File: src/rtl/mem_bus_arbiter_pkg.sv
// Shared definitions for the two-master memory bus arbiter.
// Holds width defaults, FSM encoding and the tie-break helper.
package mem_bus_arbiter_pkg;

    localparam int unsigned ADDR_W_DEF    = 27;
    localparam int unsigned DATA_W_DEF    = 32;
    localparam int unsigned TIMEOUT_DEF   = 4096;
    localparam logic [31:0] TIMEOUT_Q_DEF = 32'hDEAD_BEEF;

    typedef enum logic {
        ST_IDLE = 1'b0,
        ST_WAIT = 1'b1
    } arb_state_t;

    // Called only when at least one slot is pending.
    function automatic logic pick_grant(input logic p0, input logic p1,
                                        input logic fixed_prio, input logic last_grant);
        if (p0 && p1) begin
            return fixed_prio ? 1'b0 : ~last_grant;
        end
        return p1;
    endfunction

endpackage

File: src/rtl/mem_bus_arbiter_req_slot.sv
// One master's request slot: latches a start pulse and holds it until the
// arbiter completes it; flags a start that arrives while already pending.
module mem_bus_arbiter_req_slot
    import mem_bus_arbiter_pkg::*;
#(
    parameter int unsigned ADDR_W = ADDR_W_DEF,
    parameter int unsigned DATA_W = DATA_W_DEF
) (
    input  logic              i_clk,
    input  logic              i_rst,
    input  logic              i_start,
    input  logic [ADDR_W-1:0] i_addr,
    input  logic [DATA_W-1:0] i_data,
    input  logic              i_we,
    input  logic              i_clear,
    output logic              o_pending,
    output logic [ADDR_W-1:0] o_addr,
    output logic [DATA_W-1:0] o_data,
    output logic              o_we,
    output logic              o_proto_err
);

    logic              r_pending;
    logic [ADDR_W-1:0] r_addr;
    logic [DATA_W-1:0] r_data;
    logic              r_we;
    logic              w_capture;

    // A start on the completion edge of this slot is a legal recapture.
    assign w_capture   = i_start && (!r_pending || i_clear);
    assign o_proto_err = i_start && r_pending && !i_clear;

    always_ff @(posedge i_clk or posedge i_rst) begin
        if (i_rst) begin
            r_pending <= 1'b0;
            r_addr    <= '0;
            r_data    <= '0;
            r_we      <= 1'b0;
        end else if (w_capture) begin
            r_pending <= 1'b1;
            r_addr    <= i_addr;
            r_data    <= i_data;
            r_we      <= i_we;
        end else if (i_clear) begin
            r_pending <= 1'b0;
        end
    end

    assign o_pending = r_pending;
    assign o_addr    = r_addr;
    assign o_data    = r_data;
    assign o_we      = r_we;

endmodule

File: src/rtl/mem_bus_arbiter.sv
// Shares one MemoryUnit bus between CPU (m0) and DMA (m1): one transaction at
// a time, round-robin or fixed-priority grant, watchdog on a lost bus_done.
module mem_bus_arbiter
    import mem_bus_arbiter_pkg::*;
#(
    parameter int unsigned       ADDR_W     = ADDR_W_DEF,
    parameter int unsigned       DATA_W     = DATA_W_DEF,
    parameter int unsigned       FIXED_PRIO = 0,
    parameter int unsigned       TIMEOUT    = TIMEOUT_DEF,
    parameter logic [DATA_W-1:0] TIMEOUT_Q  = DATA_W'(TIMEOUT_Q_DEF)
) (
    input  logic              i_clk,
    input  logic              i_reset,
    input  logic [ADDR_W-1:0] i_m0_addr,
    input  logic [DATA_W-1:0] i_m0_data,
    input  logic              i_m0_we,
    input  logic              i_m0_start,
    output logic [DATA_W-1:0] o_m0_q,
    output logic              o_m0_done,
    input  logic [ADDR_W-1:0] i_m1_addr,
    input  logic [DATA_W-1:0] i_m1_data,
    input  logic              i_m1_we,
    input  logic              i_m1_start,
    output logic [DATA_W-1:0] o_m1_q,
    output logic              o_m1_done,
    output logic [ADDR_W-1:0] o_bus_addr,
    output logic [DATA_W-1:0] o_bus_data,
    output logic              o_bus_we,
    output logic              o_bus_start,
    input  logic [DATA_W-1:0] i_bus_q,
    input  logic              i_bus_done,
    output logic              o_owner,
    output logic              o_busy,
    input  logic              i_err_clear,
    output logic              o_err_timeout,
    output logic              o_err_proto
);

    localparam int unsigned       WDOG_W    = (TIMEOUT > 1) ? $clog2(TIMEOUT) : 1;
    localparam logic [WDOG_W-1:0] WDOG_LAST = WDOG_W'((TIMEOUT > 0) ? TIMEOUT - 1 : 0);

    arb_state_t        r_state;
    logic              r_owner;
    logic              r_busy;
    logic              r_last_grant;
    logic [WDOG_W-1:0] r_wdog;
    logic [ADDR_W-1:0] r_bus_addr;
    logic [DATA_W-1:0] r_bus_data;
    logic              r_bus_we;
    logic              r_bus_start;
    logic [DATA_W-1:0] r_m0_q;
    logic [DATA_W-1:0] r_m1_q;
    logic              r_m0_done;
    logic              r_m1_done;
    logic              r_err_timeout;
    logic              r_err_proto;

    logic              w_p0, w_p1, w_we0, w_we1, w_perr0, w_perr1;
    logic [ADDR_W-1:0] w_addr0, w_addr1;
    logic [DATA_W-1:0] w_data0, w_data1;
    logic              w_grant, w_tmo, w_complete, w_tmo_fire, w_proto;
    logic              w_clr0, w_clr1;
    logic [DATA_W-1:0] w_rsp_q;

    mem_bus_arbiter_req_slot #(.ADDR_W(ADDR_W), .DATA_W(DATA_W)) u_slot0 (
        .i_clk       (i_clk),
        .i_rst       (i_reset),
        .i_start     (i_m0_start),
        .i_addr      (i_m0_addr),
        .i_data      (i_m0_data),
        .i_we        (i_m0_we),
        .i_clear     (w_clr0),
        .o_pending   (w_p0),
        .o_addr      (w_addr0),
        .o_data      (w_data0),
        .o_we        (w_we0),
        .o_proto_err (w_perr0)
    );

    mem_bus_arbiter_req_slot #(.ADDR_W(ADDR_W), .DATA_W(DATA_W)) u_slot1 (
        .i_clk       (i_clk),
        .i_rst       (i_reset),
        .i_start     (i_m1_start),
        .i_addr      (i_m1_addr),
        .i_data      (i_m1_data),
        .i_we        (i_m1_we),
        .i_clear     (w_clr1),
        .o_pending   (w_p1),
        .o_addr      (w_addr1),
        .o_data      (w_data1),
        .o_we        (w_we1),
        .o_proto_err (w_perr1)
    );

    assign w_grant    = pick_grant(w_p0, w_p1, FIXED_PRIO != 0, r_last_grant);
    assign w_tmo      = (TIMEOUT != 0) && (r_wdog == WDOG_LAST);
    assign w_complete = (r_state == ST_WAIT) && (i_bus_done || w_tmo);
    assign w_tmo_fire = (r_state == ST_WAIT) && !i_bus_done && w_tmo;
    assign w_clr0     = w_complete && !r_owner;
    assign w_clr1     = w_complete && r_owner;
    // A real bus_done wins over a watchdog expiry landing on the same cycle.
    assign w_rsp_q    = i_bus_done ? i_bus_q : TIMEOUT_Q;
    assign w_proto    = w_perr0 || w_perr1 || ((r_state == ST_IDLE) && i_bus_done);

    always_ff @(posedge i_clk or posedge i_reset) begin
        if (i_reset) begin
            r_state       <= ST_IDLE;
            r_owner       <= 1'b0;
            r_busy        <= 1'b0;
            r_last_grant  <= 1'b1;
            r_wdog        <= '0;
            r_bus_addr    <= '0;
            r_bus_data    <= '0;
            r_bus_we      <= 1'b0;
            r_bus_start   <= 1'b0;
            r_m0_q        <= '0;
            r_m1_q        <= '0;
            r_m0_done     <= 1'b0;
            r_m1_done     <= 1'b0;
            r_err_timeout <= 1'b0;
            r_err_proto   <= 1'b0;
        end else begin
            r_m0_done <= 1'b0;
            r_m1_done <= 1'b0;

            // Set events take precedence over a simultaneous clear.
            if (w_proto) begin
                r_err_proto <= 1'b1;
            end else if (i_err_clear) begin
                r_err_proto <= 1'b0;
            end
            if (w_tmo_fire) begin
                r_err_timeout <= 1'b1;
            end else if (i_err_clear) begin
                r_err_timeout <= 1'b0;
            end

            case (r_state)
                ST_IDLE: begin
                    if (w_p0 || w_p1) begin
                        r_owner      <= w_grant;
                        r_last_grant <= w_grant;
                        r_busy       <= 1'b1;
                        r_bus_start  <= 1'b1;
                        r_bus_addr   <= w_grant ? w_addr1 : w_addr0;
                        r_bus_data   <= w_grant ? w_data1 : w_data0;
                        r_bus_we     <= w_grant ? w_we1 : w_we0;
                        r_wdog       <= '0;
                        r_state      <= ST_WAIT;
                    end
                end
                ST_WAIT: begin
                    r_bus_start <= 1'b0;
                    r_wdog      <= r_wdog + WDOG_W'(1);
                    if (w_complete) begin
                        r_busy  <= 1'b0;
                        r_state <= ST_IDLE;
                        if (r_owner) begin
                            r_m1_q    <= w_rsp_q;
                            r_m1_done <= 1'b1;
                        end else begin
                            r_m0_q    <= w_rsp_q;
                            r_m0_done <= 1'b1;
                        end
                    end
                end
                default: r_state <= ST_IDLE;
            endcase
        end
    end

    assign o_m0_q        = r_m0_q;
    assign o_m0_done     = r_m0_done;
    assign o_m1_q        = r_m1_q;
    assign o_m1_done     = r_m1_done;
    assign o_bus_addr    = r_bus_addr;
    assign o_bus_data    = r_bus_data;
    assign o_bus_we      = r_bus_we;
    assign o_bus_start   = r_bus_start;
    assign o_owner       = r_owner;
    assign o_busy        = r_busy;
    assign o_err_timeout = r_err_timeout;
    assign o_err_proto   = r_err_proto;

endmodule

File: config.mk
export PLATFORM = sky130hd
export DESIGN_NAME = mem_bus_arbiter
export DESIGN_NICKNAME = d
export VERILOG_FILES = /design/src/rtl/mem_bus_arbiter_pkg.sv /design/src/rtl/mem_bus_arbiter_req_slot.sv /design/src/rtl/mem_bus_arbiter.sv
export SDC_FILE = /design/constraint.sdc
export NUM_CORES = 1
export LEC_CHECK = 0
export ABC_AREA = 0
export BUFFER_PORTS_ARGS = -buffer_cell sky130_fd_sc_hd__buf_2
export CORE_MARGIN = 3
export CORE_UTILIZATION = 49
export DETAILED_ROUTE_END_ITERATION = 8
export PLACE_DENSITY_LB_ADDON = 0.1
export REMOVE_ABC_BUFFERS = 1
export SYNTH_ARGS = -nofsm -noshare
export SYNTH_HDL_FRONTEND = slang
export SYNTH_SLANG_ARGS = --single-unit
export TNS_END_PERCENT = 20
File: constraint.sdc
create_clock -name i_clk -period 10.5 [get_ports i_clk]
set_input_delay 2.1 -clock i_clk [delete_from_list [all_inputs] [get_ports i_clk]]
set_output_delay 2.1 -clock i_clk [all_outputs]
set_load 0.02 [all_outputs]
==> results of run 1 <==
-- power breakdown --
| part | internal, mW | switching [mW] |
|---|---|---|
| Sequential | 1.53 | 0.279 |
| Combinational | 0.775 | 0.918 |
| Clock | 0.601 | 0.394 |
-- through the flow --
step                      util (%)  instances
final                         62.4       1341
after global routing          62.4       1340
after CTS                     62.4       1339
after detailed placement      58.0       1288
after floorplan                  -        717
after global placement        58.0       1288
-- metal layers --
layer / wire length, µm / share of wire [%]
met2: 11700 / 46
met5: 43 / 0.17
met4: 365 / 1.5
met3: 2190 / 8.7
met1: 10900 / 43
-- Yosys cell counts (all sizes together), types with 2 or more instances --
cell,number
nand4,4
nor3,2
o31ai,6
buf,24
clkbuf,18
nand3,8
o211ai,5
a22o,16
o22a,48
or2,3
mux2i,62
mux2,120
nor2,9
o21ai,69
dfrtp,266
inv,6
a21oi,2
nand2,76
-- worst max-delay path by stage --
stage / start / end / slack [ns]
after floorplan: i_reset / o_bus_addr[0] / 1.05
after global placement: i_bus_done / u_slot0.o_addr[21] / 5.58
after detailed placement: i_bus_done / u_slot0.o_data[5] / 5.55
after CTS: i_bus_done / u_slot0.o_data[18] / 6.09
after global routing: i_bus_done / u_slot0.o_data[18] / 5.98
final: i_bus_done / u_slot0.o_data[5] / 6.09
-- state kept, by name, summed over array words and instances (netlist names), 27 cells and up --
name	count
o_bus_addr	27
o_bus_data	32
o_m0_q	32
o_m1_q	32
u_slot0.o_addr	27
u_slot0.o_data	32
u_slot1.o_addr	27
u_slot1.o_data	32
-- layout make-up --
cell class	count	area, µm²
diodes	2	5.00
clock buffers	47	893
clock inverters	4	48.8
fillers	1738	8020
inverters	7	33.8
multi-input cells	443	3820
flip-flops and latches	267	6680
well taps	275	344
repair buffers	296	1500
-- worst max-delay path, stage by stage --
cell and delay, ns:
buf_2 0.12, nand3b_1 0.08, buf_4 0.31, nand2_1 0.17, o21ai_4 0.86, buf_4 0.77
mux2_4 0.35
-- kinds of logic (layout without fill, tap and decap cells) --
logic type | Yosys count | in the layout | synth area share (%)
flops | 267 | 267 | 61.9
mux | 182 | 182 | 20.4
compound gates | 150 | 150 | 9.88
simple gates | 109 | 109 | 4.83
buf+inv | 49 | 354 | 2.83
fa+ha+maj | 1 | 1 | 0.116
xor+xnor | 1 | 1 | 0.0812
other cells | 0 | 2 | 0
==> metrics.txt, run 1 <==
count of buffers inserted at the top-level ports=288; total leakage power=6.60 nW; share of the synthesized area in the top cell type=61.7%; maximum clock insertion buffer count=3; Net count, final=1203; setup repair after global routing missed its margin=false; category of the critical setup timing path=in -> reg; Least-Margin Pin Slew=1.08 ns; Post-CTS Hold Buffers=0; overall track demand over capacity in global routing=20.4%; number of clock buffers inserted by TritonCTS=29; critical path startpoint category=input pin; run status=complete, no violations; Post CTS Setup Buffer Count=0; floorplan row count=53; commonest non-fill, non-tap cell in the layout=buf_2; last weighted congestion value of the routability-driven placer=0.749; worst hold endpoint=o_bus_data[2]; pin count of the biggest net entering global routing=138; worst min path class=reg -> reg; data required time of the worst path=10.91 ns; placed inst area=0.0124 mm²; worst-case setup margin in the final layout=6.09 ns; Final Hold Slack=0.472 ns; path depth of the worst reg2reg path=6; estimated wirelength of the detail-placed design=16600 µm; flip-flop cell with the highest count after synthesis=dfrtp_1; number of vias per cell=5.26; CTS sink cnt=267; clock root buffer=clkbuf_16; Reg2Reg Launch Point=r_state; Arr. time, crit path=4.82 ns; average footprint of a synthesized cell=14.2 µm²; clock slew seen by the registers of the worst setup and hold paths=0.06 ns; global-route track usage on met1=28.3%; post_cts resized=0; average detailed-routed wire length per instance=18.7 µm; number of H-tree levels=1; time the final worst path needs with I/O delays and setup=4.41 ns; register bit count reported by yosys=267; Hold Startpoint=o_bus_data[2]; met3 track demand over resource=5.99%; Worst Hold Depth=2; worst slew slack as a fraction of its limit=27.8%; critical path fanouts, max=40; Netlist cell types=45; Max Clock Freq=227 MHz; IR Drop Worst-Case VDD=0.155 mV; largest cells by area after synthesis=dfrtp_1 62%, mux2_4 8.3%, mux2_2 6.3%; antenna-violating nets left=0; worst setup skew after layout=0.0168 ns; area of the die=0.0238 mm²; accumulated negative setup slack=0 ns; via count of the first global-routing pass=7167; PnR Total Power=4.49 mW; top library cells by usage in the layout, fill and taps aside=288 x buf_2, 266 x dfrtp_1, 75 x nand2_1; die width=154 µm; Placeable Area=0.0214 mm²; fraction of registers with async set or reset after synthesis=100%; first-pass iteration count of the detailed router=4; number of top-level pins=289; critical path capture point type=flop; vias post-DR=7056; Synth area leader=dfrtp_1; fraction of final layout cells sized beyond drive strength 1=44.7%; yosys warns=0; number of enable-type register cells in the synthesized netlist=0; Maximum Capacitance Violations=0; height of the die=154 µm; wirelength, routed=25100 µm; Setup Viol. Count Final=0; initial antenna violation count=6; count of final max-slew check failures=0; CTS tree=built; number of instances in the synthesized netlist=759; Post-Place Worst Slack=5.55 ns; area added between synthesis and finish=23.5%; starting density of the core=50.6%; worst reg2reg endpoint=u_slot0.o_data[5]; worst reg-to-reg setup slack=7.08 ns; most used routing layer=met2; met2 layer usage reported by global route=32.5%; Power Dens Cells=337 mW/mm²; number of DRC markers in iteration 0=346; Final Instance Area=0.0133 mm²; sequential-to-total area share from yosys stat=61.9%; Clk Latency, worst-skew pair=0.53 ns; DRC Markers=0; Mapped Area=0.0108 mm²; overflow left after global routing=0; number of hold violations in the final report=0; global-route wire length before repair=39500 µm; Final Cycle Share=42.0%
(Power assumes the default switching activity.)
==> inputs of run 2 (changes only) <==
Settings changed: ABC_AREA 0 to 1, CORE_UTILIZATION 49 to 48.
Clock period 10.5 ns to 4.05 ns, I/O delays scaled along.
==> run 2 against run 1 <==
Area after synthesis is 2.5% higher. Critical path type is now reg -> reg. Critical path depth is 3 higher. Worst hold slack worse by 0.030 ns. Non-clock buffer count is 6 higher. Power grew to 2.6 times the previous value. Combinational power is 150% higher. First-iteration DRC count is 94% higher. Largest power group unchanged. Sequential share of layout area is 0.55 points lower. Critical endpoint is now u_slot0.o_we. Wire length is 25% higher. Largest cell class unchanged. Design area is 1.1% higher. Sequential cell count stayed put.
==> metrics.txt, run 2 <==
pin count of the biggest net entering global routing=114; flip-flop cell with the highest count after synthesis=dfrtp_1; setup repair after global routing missed its margin=false; fraction of registers with async set or reset after synthesis=100%; overflow left after global routing=0; critical path fanouts, max=61; Critical Path Start=r_wdog[0]; total leakage power=7.21 nW; Arr. time, crit path=3.50 ns; maximum clock insertion buffer count=3; Least-Margin Pin Slew=1.14 ns; number of clock buffers inserted by TritonCTS=28; path depth of the worst reg2reg path=10; count of buffers inserted at the top-level ports=288; final core utilization=60.6%; DRC Markers=0; most instantiated library cell after synthesis=nand2_1; Placeable Area=0.0222 mm²; Power Dens Cells=852 mW/mm²; worst reg2reg endpoint=u_slot0.o_we; die width=158 µm; post_cts resized=0; area of the die=0.0249 mm²; Post-CTS Hold Buffers=0; data required time of the worst path=4.46 ns; Netlist cell types=25; register bit count reported by yosys=267; Synth area leader=dfrtp_1; share of the synthesized area in the top cell type=60.2%; starting density of the core=49.8%; PnR Total Power=11.5 mW; worst-case setup margin in the final layout=0.961 ns; Net count, final=1661; number of enable-type register cells in the synthesized netlist=0; area added between synthesis and finish=21.8%; last weighted congestion value of the routability-driven placer=0.830; via count of the first global-routing pass=9273; time the final worst path needs with I/O delays and setup=3.09 ns; number of vias per cell=5.31; critical path capture point type=flop; worst reg-to-reg setup slack=0.96 ns; CTS tree=built; Post CTS Setup Buffer Count=0; number of top-level pins=289; count of final max-slew check failures=0; number of instances in the synthesized netlist=1250; Maximum Capacitance Violations=0; clock slew seen by the registers of the worst setup and hold paths=0.06 ns; top library cells by usage in the layout, fill and taps aside=488 x nand2_1, 288 x buf_2, 266 x dfrtp_1; top cell types by occurrence after synthesis=489 x nand2_1, 266 x dfrtp_1, 134 x nand3_1; overall track demand over capacity in global routing=24.8%; vias post-DR=9556; Clk Latency, worst-skew pair=0.54 ns; Max Clock Freq=324 MHz; Post-Place Worst Slack=0.473 ns; yosys warns=0; run status=complete, no violations; sequential-to-total area share from yosys stat=60.4%; CTS sink cnt=267; height of the die=158 µm; worst setup skew after layout=0.00915 ns; estimated wirelength of the detail-placed design=19100 µm; worst min path class=in -> async; fill cell count=2035; number of hold violations in the final report=0; antenna-violating nets left=0; average footprint of a synthesized cell=8.85 µm²; number of DRC markers in iteration 0=672; global-route wire length before repair=49500 µm; number of H-tree levels=1; accumulated negative setup slack=0 ns; Setup Viol. Count Final=0; wirelength, routed=31500 µm; Final Cycle Share=76.3%; IR Drop Worst-Case VDD=0.408 mV; first-pass iteration count of the detailed router=5; floorplan row count=54; largest cells by area after synthesis=dfrtp_1 60%, nand2_1 17%, nand3_1 6.1%; Mapped Area=0.0111 mm²; clock root buffer=clkbuf_16; average detailed-routed wire length per instance=17.5 µm; critical path startpoint category=flop; category of the critical setup timing path=reg -> reg; fraction of final layout cells sized beyond drive strength 1=25.4%; worst slew slack as a fraction of its limit=23.7%; Reg2Reg Launch Point=r_wdog[0]; commonest non-fill, non-tap cell in the layout=nand2_1; initial antenna violation count=3
run 2: changes by cell type after synthesis, moves of 15 or more:
cell      change
o22a_1       -48
or2_2        +21
nor2_1       +66
o21ai_1      +70
mux2_2       -60
a22o_1       -15
nand3_1     +127
buf_4        +15
mux2i_1      -62
nand2_1     +414
clkbuf_1     +15
mux2_4       -60
run 2: critical path, stage by stage, from the launching register on:
cell     delay, ns
dfrtp_1       0.39
ha_1          0.20
nand3_1       0.10
nor2_1        0.13
nand2_1       0.17
nand2_4       0.13
nand3_4       0.41
nand2_4       0.56
nand2_4       0.55
nand2_1       0.23
nand2_1       0.08
run 2: how the worst max path moves through the flow:
stage / endpoint / slack (ns)
after floorplan: o_bus_addr[0] / -4.11
after global placement: u_slot0.o_data[4] / 0.57
after detailed placement: u_slot0.o_data[17] / 0.47
after CTS: u_slot0.o_we / 0.91
after global routing: u_slot0.o_we / 0.72
final: u_slot0.o_we / 0.96
run 2: final cells by class:
class	instances	area, µm²	area share (%)
Clock inverter	8	115	0.854
Inverter	16	67.6	0.501
Sequential cell	267	6680	49.6
Clock buffer	40	837	6.21
Antenna cell	1	2.50	0.0186
Timing Repair Buffer	302	1570	11.7
Multi-Input combinational cell	887	3850	28.6
Tap cell	280	350	2.60
run 2: cells by family after synthesis:
kind of cell,after synthesis,share of synthesized area (%)
AND/OR/NAND/NOR,734,27.7
flip-flops,267,60.4
AO/OA/AOI/OAI,152,6.96
adder cells (fa/ha/maj),1,0.113
buffers and inverters,96,4.85
run 2: per-stage QoR:
| step | instances | cell area, µm² | hold slack, ns |
|---|---|---|---|
| CTS | 1800 | 13500 | 0.463 |
| finish | 1801 | 13500 | 0.442 |
| floorplan | 1170 | 10600 | 0.437 |
| global route | 1800 | 13500 | 0.486 |
| detailed placement | 1752 | 12500 | 0.453 |
| global placement | 1752 | 12500 | 0.449 |
run 2: report_power, final:
part           leakage [nW]  internal, mW  switching (mW)
combinational          3.43          1.30            2.92
clock                 0.474          1.61            1.04
sequential             3.30          3.90           0.716
run 2: routing by layer:
layer	track usage [%]	vias up	part of all wire, %
met5	0	-	0.13
met4	6.94	6	2.8
met3	4.81	63	7.7
met2	38.7	391	45
met1	35.6	4583	44
li1	-	4513	-
==> inputs of run 3 (changes only) <==
Clock period 4.05 ns to 2.62 ns, I/O delays scaled along.
==> run 3 against run 2 <==
Final cell count increased by 0.56%. Die area unchanged. Sequential share of layout area decreased by 0.37 points. Utilization increased by 0.46 points. First-iteration DRC count unchanged. Sequential power increased by 55%. Via count increased by 0.15%. Non-clock buffer count increased by 12. Design area increased by 0.76%. Critical path depth increased by 1. Clock-buffer cell count unchanged. Combinational power increased by 59%.
==> metrics.txt, run 3 (synthesis gave the netlist of run 2 again) <==
Cell Chain, Critical Path=ha_1 -> nand3_1 -> nor2_1 -> nand2_1 -> nand2_4 -> nand3_4 -> nand2_4 -> nand2_4 -> buf_4 -> nand2_1 -> nand2_1; post_cts resized=0; total leakage power=7.26 nW; worst slew slack as a fraction of its limit=61.3%; commonest non-fill, non-tap cell in the layout=nand2_1; top library cells by usage in the layout, fill and taps aside=488 x nand2_1, 288 x buf_2, 266 x dfrtp_1; Reg2Reg Launch Point=r_wdog[0]; estimated wirelength of the detail-placed design=20400 µm; Max Clock Freq=453 MHz; clock slew seen by the registers of the worst setup and hold paths=0.06 ns; cell family with the largest share of critical-path delay=simple AND/OR/NAND/NOR gates; Least-Margin Pin Slew=0.581 ns; height of the die=158 µm; run status=complete, no violations; number of hold violations in the final report=0; accumulated negative setup slack=0 ns; worst reg2reg endpoint=u_slot1.o_data[22]; pin count of the biggest net entering global routing=74; worst setup skew after layout=0.00973 ns; count of buffers inserted at the top-level ports=288; CTS tree=built; vias post-DR=9570; first-pass iteration count of the detailed router=5; number of clock buffers inserted by TritonCTS=27; Placeable Area=0.0222 mm²; NetSw=7.24 mW; DRC Markers=0; Setup Viol. Count Final=0; highest-delay cell along the critical path=buf_4; critical path fanouts, max=38; Sequential Power Share=40.6%; area added between synthesis and finish=22.8%; time the final worst path needs with I/O delays and setup=2.21 ns; Maximum Capacitance Violations=0; IR Drop Worst-Case VDD=0.600 mV; data required time of the worst path=3.08 ns; number of H-tree levels=1; number of vias per cell=5.28; fraction of power consumed by the clock network=21.4%; fraction of final layout cells sized beyond drive strength 1=25.9%; last weighted congestion value of the routability-driven placer=0.851; combinational cell fraction of total power=38.0%; clock root buffer=clkbuf_16; starting density of the core=49.8%; maximum clock insertion buffer count=3; global-route wire length before repair=49600 µm; switching portion of total power=41.1%; initial antenna violation count=1; setup repair after global routing missed its margin=false; worst reg-to-reg setup slack=0.41 ns; CTS sink cnt=267; Cell Count, Final, Fillers Out=1811; worst min path class=in -> async; overflow left after global routing=0; Final Cycle Share=84.3%; Arr. time, crit path=2.67 ns; overall track demand over capacity in global routing=25.0%; count of final max-slew check failures=0; path depth of the worst reg2reg path=11; number of top-level pins=289; internal power=10.4 mW; fill cell count=2043; die width=158 µm; Net count, final=1672; antenna fix cells=0; via count of the first global-routing pass=9258; floorplan row count=54; placed cell count=1764; antenna-violating nets left=0; Clk Latency, worst-skew pair=0.53 ns; Power Dens Cells=1300 mW/mm²; Post CTS Setup Buffer Count=0; critical path buffer and inverter count=1; average detailed-routed wire length per instance=17.5 µm; critical path capture point type=flop; delay contributed by the slowest stage of the critical path=0.42 ns; category of the critical setup timing path=reg -> reg; area of the die=0.0249 mm²; Post-CTS Hold Buffers=0; critical path startpoint category=flop; wirelength, routed=31800 µm; number of DRC markers in iteration 0=672
run 3: layer usage:
| metal | vias up | routed length (µm) | GRT usage (%) |
|---|---|---|---|
| li1 | 4543 | - | - |
| met1 | 4553 | 14000 | 35.7 |
| met2 | 424 | 14300 | 39.9 |
| met3 | 48 | 2840 | 4.81 |
| met4 | 2 | 602 | 6.16 |
| met5 | - | 13 | 0 |
run 3: cell type report:
class                   instances  area (µm²)  share of cell area [%]
clock inverters                 7        62.6                   0.461
well taps                     280         350                    2.58
multi-input cells             887        3850                    28.4
clock buffers                  40         805                    5.92
inverters                      16        67.6                   0.498
flip-flops and latches        267        6680                    49.2
repair buffers                314        1760                    13.0
run 3: worst max path at each step:
stage	endpoint	cells past startpoint	startpoint	slack, ns
6_report	u_slot1.o_data[22]	11	r_wdog[0]	0.41
5_1_grt	u_slot1.o_addr[14]	10	r_wdog[0]	0.22
4_1_cts	u_slot1.o_data[22]	11	r_wdog[0]	0.41
3_5_place_dp	u_slot1.o_data[22]	11	r_wdog[0]	0.43
3_3_place_gp	u_slot1.o_data[4]	10	r_wdog[0]	0.48
2_1_floorplan	o_bus_addr[0]	1	i_reset	-5.26
run 3: power groups by stage:
stage          sequential, mW  combinational, mW  clock (mW)
4_1_cts                  7.14               6.79        3.85
3_3_place_gp             7.16               6.61           0
6_report                 7.17               6.70        3.77
2_1_floorplan            8.12               3.00           0
3_5_place_dp             7.17               6.77           0
5_1_grt                  7.37               7.49        4.01
run 3: per-stage QoR:
| step | power, mW | hold slack (ns) | setup WS [ns] | utilization (%) | cell area [µm²] |
|---|---|---|---|---|---|
| 3_5_place_dp | 13.9 | 0.453 | 0.428 | 57.2 | 12700 |
| 3_3_place_gp | 13.8 | 0.449 | 0.485 | 57.2 | 12700 |
| 2_1_floorplan | 11.1 | 0.437 | -5.26 | - | 10600 |
| 6_report | 17.6 | 0.0757 | 0.412 | 61.1 | 13600 |
| 4_1_cts | 17.8 | 0.0771 | 0.408 | 61.1 | 13600 |
| 5_1_grt | 18.9 | 0.0987 | 0.216 | 61.1 | 13600 |
